===== config.mk =====
export PLATFORM = sky130hd
export DESIGN_NAME = shift_sequencer
export DESIGN_NICKNAME = d
export VERILOG_FILES = /design/src/rtl/shifter_pkg.sv /design/src/rtl/shift_step.sv /design/src/rtl/shift_sequencer.sv
export SDC_FILE = /design/constraint.sdc
export NUM_CORES = 1
export LEC_CHECK = 0
export ABC_CLOCK_PERIOD_IN_PS = 2100
export BUFFER_PORTS_ARGS = -buffer_cell sky130_fd_sc_hd__buf_2
export CAP_MARGIN = 20
export CORE_MARGIN = 2
export CORE_UTILIZATION = 40
export CTS_CLUSTER_SIZE = 28
export DETAILED_ROUTE_END_ITERATION = 12
export PLACE_DENSITY = 0.67
export SYNTH_ARGS = -nofsm -noshare
export SYNTH_HDL_FRONTEND = slang
export SYNTH_SLANG_ARGS = --single-unit

===== constraint.sdc =====
create_clock -name clk -period 2.1 [get_ports clk]
set_input_delay 0.42 -clock clk [delete_from_list [all_inputs] [get_ports clk]]
set_output_delay 0.42 -clock clk [all_outputs]
set_load 0.02 [all_outputs]

===== src/rtl/shifter_pkg.sv =====
// Shared definitions for the multi-cycle shift sequencer: op codes, FSM
// state encoding and the shift-amount width helper.
package shifter_pkg;

  localparam logic [2:0] SRL_SRLI = 3'b001;
  localparam logic [2:0] SLL_SLLI = 3'b011;
  localparam logic [2:0] SRA_SRAI = 3'b111;

  typedef enum logic [1:0] {
    ST_IDLE  = 2'd0,
    ST_SHIFT = 2'd1,
    ST_DONE  = 2'd2
  } state_t;

  // Width of the shift amount / remaining count for a given operand width.
  function automatic int amt_width(input int opd_length);
    return $clog2(opd_length);
  endfunction

  function automatic logic op_is_valid(input logic [2:0] op);
    return (op == SRL_SRLI) || (op == SLL_SLLI) || (op == SRA_SRAI);
  endfunction

endpackage


===== src/rtl/shift_step.sv =====
// One iteration of the sequencer's shift: moves data by BIG_STEP or by 1
// according to the op. SRA keeps the sign bit of the incoming data.
module shift_step
  import shifter_pkg::*;
#(
  parameter int OPD_LENGTH = 32,
  parameter int BIG_STEP   = 4
) (
  input  logic [OPD_LENGTH-1:0] data,
  input  logic [2:0]            op,
  input  logic                  sel_big,
  output logic [OPD_LENGTH-1:0] result
);

  always_comb begin
    result = data;
    case (op)
      SRL_SRLI: result = sel_big ? (data >> BIG_STEP) : (data >> 1);
      SLL_SLLI: result = sel_big ? (data << BIG_STEP) : (data << 1);
      SRA_SRAI: result = sel_big ? ($signed(data) >>> BIG_STEP)
                                 : ($signed(data) >>> 1);
      default:  result = data;
    endcase
  end

endmodule


===== src/rtl/shift_sequencer.sv =====
// Multi-cycle SRL/SLL/SRA controller: accepts one op per handshake, shifts
// by BIG_STEP or 1 per cycle, and holds the result until it is consumed.
//
//   state    | meaning
//   ---------+--------------------------------------------------------
//   ST_IDLE  | ready for a request, result registers hold last value
//   ST_SHIFT | iterating; remaining count decremented every cycle
//   ST_DONE  | result_valid high, waiting for result_ready
module shift_sequencer
  import shifter_pkg::*;
#(
  parameter int OPD_LENGTH = 32,
  parameter int BIG_STEP   = 4
) (
  input  logic                  clk,
  input  logic                  rst,
  input  logic                  start_valid,
  output logic                  start_ready,
  input  logic [OPD_LENGTH-1:0] opd1,
  input  logic [OPD_LENGTH-1:0] opd2,
  input  logic [3:0]            alu_op_select,
  output logic                  result_valid,
  input  logic                  result_ready,
  output logic [OPD_LENGTH-1:0] shifter_result,
  output logic                  op_error,
  output logic                  busy
);

  localparam int AMT_W = amt_width(OPD_LENGTH);
  localparam logic [AMT_W-1:0] BIG_AMT = AMT_W'(BIG_STEP);
  localparam logic [AMT_W-1:0] ONE_AMT = AMT_W'(1);

  state_t                  state_q, state_d;
  logic [OPD_LENGTH-1:0]   data_q, data_d;
  logic [AMT_W-1:0]        count_q, count_d;
  logic [2:0]              op_q, op_d;
  logic                    err_q, err_d;

  logic                    sel_big;
  logic [AMT_W-1:0]        count_next;
  logic [OPD_LENGTH-1:0]   step_data;
  logic [AMT_W-1:0]        req_amt;
  logic [2:0]              req_op;
  logic                    req_ok;

  // Upper amount bits and op bit 3 are intentionally ignored.
  logic unused_bits;
  assign unused_bits = ^{opd2[OPD_LENGTH-1:AMT_W], alu_op_select[3]};

  assign req_amt    = opd2[AMT_W-1:0];
  assign req_op     = alu_op_select[2:0];
  assign req_ok     = op_is_valid(req_op);
  assign sel_big    = (count_q >= BIG_AMT);
  assign count_next = sel_big ? (count_q - BIG_AMT) : (count_q - ONE_AMT);

  shift_step #(
    .OPD_LENGTH (OPD_LENGTH),
    .BIG_STEP   (BIG_STEP)
  ) u_step (
    .data    (data_q),
    .op      (op_q),
    .sel_big (sel_big),
    .result  (step_data)
  );

  always_ff @(posedge clk) begin
    if (rst) begin
      state_q <= ST_IDLE;
      data_q  <= '0;
      count_q <= '0;
      op_q    <= '0;
      err_q   <= 1'b0;
    end else begin
      state_q <= state_d;
      data_q  <= data_d;
      count_q <= count_d;
      op_q    <= op_d;
      err_q   <= err_d;
    end
  end

  always_comb begin
    state_d      = state_q;
    data_d       = data_q;
    count_d      = count_q;
    op_d         = op_q;
    err_d        = err_q;
    start_ready  = 1'b0;
    result_valid = 1'b0;
    case (state_q)
      ST_IDLE: begin
        start_ready = 1'b1;
        if (start_valid) begin
          data_d  = req_ok ? opd1 : '0;
          count_d = req_amt;
          op_d    = req_op;
          err_d   = !req_ok;
          state_d = (req_ok && (req_amt != '0)) ? ST_SHIFT : ST_DONE;
        end
      end
      ST_SHIFT: begin
        data_d  = step_data;
        count_d = count_next;
        if (count_next == '0) state_d = ST_DONE;
      end
      ST_DONE: begin
        result_valid = 1'b1;
        if (result_ready) state_d = ST_IDLE;
      end
      default: state_d = ST_IDLE;
    endcase
  end

  assign shifter_result = data_q;
  assign op_error       = err_q;
  assign busy           = (state_q != ST_IDLE);

endmodule


==> results.json <==
{
  "finalMaxSlewViolations": 0,
  "rsz0062_at_grt": "true",
  "drive_gt1_share_pct": 40.6,
  "syn_area_per_cell_um2": 7.90,
  "portBuffers": 79,
  "viasPerCell": 5.72,
  "critPathBufInv": 2,
  "die-width_um": 91.3,
  "hold_ws_ns": 0.342,
  "max-vdd-ir-drop_mv": 0.980,
  "design_area_um2": 3770,
  "htreeDepth": 2,
  "setup_viol": 0,
  "path_cells": "inv_1 > ha_4 > a2111o_1 > buf_12 > nand2_1 > a21oi_1 > a2111oi_2 > nor3b_1",
  "post_dp_cell_area_um2": 3590,
  "power_leakage_nw": 1.40,
  "slew_headroom_pct": 75.5,
  "core_area_um2": 7330,
  "grt_pass1_vias": 2996,
  "clock_path_buffers": 2,
  "wire_per_inst_um": 16.2,
  "final_hold_viol_count": 0,
  "critPathLaunchType": "flip-flop",
  "cp_slowest_stage_delay_ns": 0.46,
  "power-per-cell-area_nw_per_um2": 1490,
  "run_status": "complete, no violations",
  "n_antenna_cell": 0,
  "seq_area_frac_synth_pct": 28.2,
  "synth-edff-count": 0,
  "drt-initial-drc-count": 288,
  "fin_worst_skew_ns": 0.00639,
  "die_h_um": 91.3,
  "clk_pin_slew_ns": 0.08,
  "nets": 542,
  "antenna_found_initial": 0,
  "grt.total_usage_pct": 21.5,
  "yosys_most_used_dff": "dfxtp_1",
  "top_level_ports": 108,
  "start_util_pct": 41.6,
  "areaGrowthSynthToFinish_pct": 23.7,
  "grt_start_max_net_pins": 36,
  "endpoint_kind": "flip-flop",
  "path_max_fanout": 34,
  "ys_types": 46,
  "dp_hpwl_mm": 6.58,
  "fin_crit_ns": 2.02,
  "drt-total-wl_mm": 9.17,
  "syn-num-nets": 462,
  "fin_crit_sh_pct": 96.0,
  "fill_cells": 707,
  "syn_area_um2": 3050,
  "cap_violations": 0,
  "dieArea_um2": 8330,
  "path_class": "flip-flop to flip-flop",
  "arrival_ns": 2.20,
  "hp-class": "input port to flip-flop",
  "critPathSlowestCell": "a2111o_1",
  "first_pass_iters": 6,
  "synthArstFlopShare_pct": 0,
  "cts_buffers": 5,
  "worst_pin_slew_ns": 0.359,
  "drc": 0,
  "vias": 3230,
  "clkSinkCount": 43,
  "place.gp.congestion": 0.926,
  "ant_nets": 0,
  "fmax_mhz": 496,
  "grt_remaining_overflow": 0,
  "cts_tree": "done",
  "cp.required_ns": 2.28,
  "insertion_delay_ns": 0.30,
  "ys_ff_latch": 43,
  "cpLargestDelayFamily": "compound AO/OA/AOI/OAI gates",
  "synthCells": 386,
  "rows": 31,
  "clock_tree.root_cell": "clkbuf_8",
  "yosysWarnings": 0,
  "grt_pass1_wl_mm": 14.8
}
## layout by cell type, fill, tap and decap left out, drive strengths merged, types with 2 or more instances in the layout
master	count
a2111oi	27
nor3	33
a211oi	8
dfxtp	43
a31oi	5
nand2b	3
nor3b	3
nand3	14
a221oi	4
o21ai	2
buf	103
and3b	2
a21o	3
nand2	79
nor2	38
nand4	2
clkbuf	7
nor2b	4
o211ai	3
ha	4
a21oi	58
or4	2
inv	8
## kinds of logic after synthesis
family          count (synthesis)  share of synthesized area (%)
compound gates                117                           32.6
xor+xnor                        1                          0.287
fa+ha+maj                       4                           1.64
buf+inv                        39                           7.35
flops                          43                           28.2
simple gates                  182                           29.9
## path summary, 6_finish.rpt
check,startpoint,to,slack [ns],cells past startpoint
max reg2reg,count_q[1]$_SDFFE_PP0P_,shifter_result[31]$_SDFFE_PP0P_,0.08,8
min,alu_op_select[0],op_error$_SDFFE_PP0P_,0.34,2
min reg2reg,op_error$_SDFFE_PP0P_,op_error$_SDFFE_PP0P_,0.51,2
max,count_q[1]$_SDFFE_PP0P_,shifter_result[31]$_SDFFE_PP0P_,0.08,8
## metrics by stage
stage	total power [mW]	setup slack, ns	TNS (ns)	cells	util, %
6_report	5.62	0.0840	0	565	51.4
3_5_place_dp	4.81	0.00756	0	556	49.0
2_1_floorplan	3.87	0.0550	0	386	-
4_1_cts	5.36	0.0000544	0	563	50.2
3_3_place_gp	4.75	0.0362	0	556	49.0
5_1_grt	6.05	-0.0186	-0.0546	565	51.4
## layout make-up
cell class / instances / area [µm²] / share of cell area (%)
inverters: 8 / 30.0 / 0.797
repair buffers: 104 / 638 / 16.9
clock buffers: 6 / 82.6 / 2.19
clock inverters: 1 / 5.00 / 0.133
well taps: 99 / 124 / 3.29
flip-flops and latches: 43 / 862 / 22.9
multi-input cells: 304 / 2030 / 53.8
## cell usage after synthesis, types with 2 or more instances
| cell | number | area (µm²) |
|---|---|---|
| nor2_1 | 37 | 139 |
| a31oi_1 | 5 | 31.3 |
| a2111oi_2 | 19 | 285 |
| dfxtp_1 | 43 | 861 |
| o211ai_1 | 3 | 22.5 |
| buf_6 | 5 | 56.3 |
| clkbuf_1 | 11 | 41.3 |
| inv_1 | 7 | 26.3 |
| and3b_1 | 2 | 17.5 |
| a21oi_2 | 20 | 175 |
| nand3_1 | 14 | 70.1 |
| nand2_1 | 77 | 289 |
| or4_1 | 2 | 15.0 |
| a21oi_1 | 38 | 190 |
| a2111oi_0 | 4 | 35.0 |
| nor3_2 | 21 | 210 |
| nand4_1 | 2 | 12.5 |
| a221oi_1 | 4 | 35.0 |
| buf_4 | 5 | 37.5 |
| nor3_1 | 12 | 60.1 |
| nand2_2 | 2 | 12.5 |
| nand2b_1 | 3 | 18.8 |
| nor3b_1 | 3 | 22.5 |
| a211oi_1 | 7 | 52.6 |
| a2111oi_1 | 3 | 30.0 |
| buf_2 | 8 | 40.0 |
| nor2b_1 | 4 | 25.0 |
| ha_1 | 4 | 50.1 |
| a21o_1 | 3 | 22.5 |
| o21ai_0 | 2 | 10.0 |
## worst reg2reg max path: stages (launching register included)
cell	delay [ns]
dfxtp_2	0.34
inv_1	0.08
ha_4	0.18
a2111o_1	0.46
buf_12	0.19
nand2_1	0.11
a21oi_1	0.09
a2111oi_2	0.36
nor3b_1	0.09
## power breakdown
part / switching [mW] / total (mW) / internal, mW
Clock: 0.285 / 0.543 / 0.258
Sequential: 0.310 / 1.39 / 1.08
Combinational: 2.23 / 3.68 / 1.45
Total: 2.82 / 5.62 / 2.79
## timing repair
action,4_1_cts,5_1_grt
resized for setup,1,14
pin swaps,1,6
hold buffers,0,0
cloned,0,1
setup endpoints to repair,2,23
setup buffers,0,1
hold endpoints to repair,0,0
## state kept, by name, summed over array words and instances, names as in the netlist
| signal | cells |
|---|---|
| op_q | 3 |
| op_error | 1 |
| count_q | 5 |
| state_q | 2 |
| shifter_result | 32 |
## layer usage
layer	global-route usage [%]	part of all wire [%]	vias to the layer above
met3	3.90	6.7	28
li1	-	-	1563
met5	0	0	-
met1	29.6	44	1482
met4	8.71	2.9	0
met2	33.3	47	157
(Power assumes the default switching activity.)
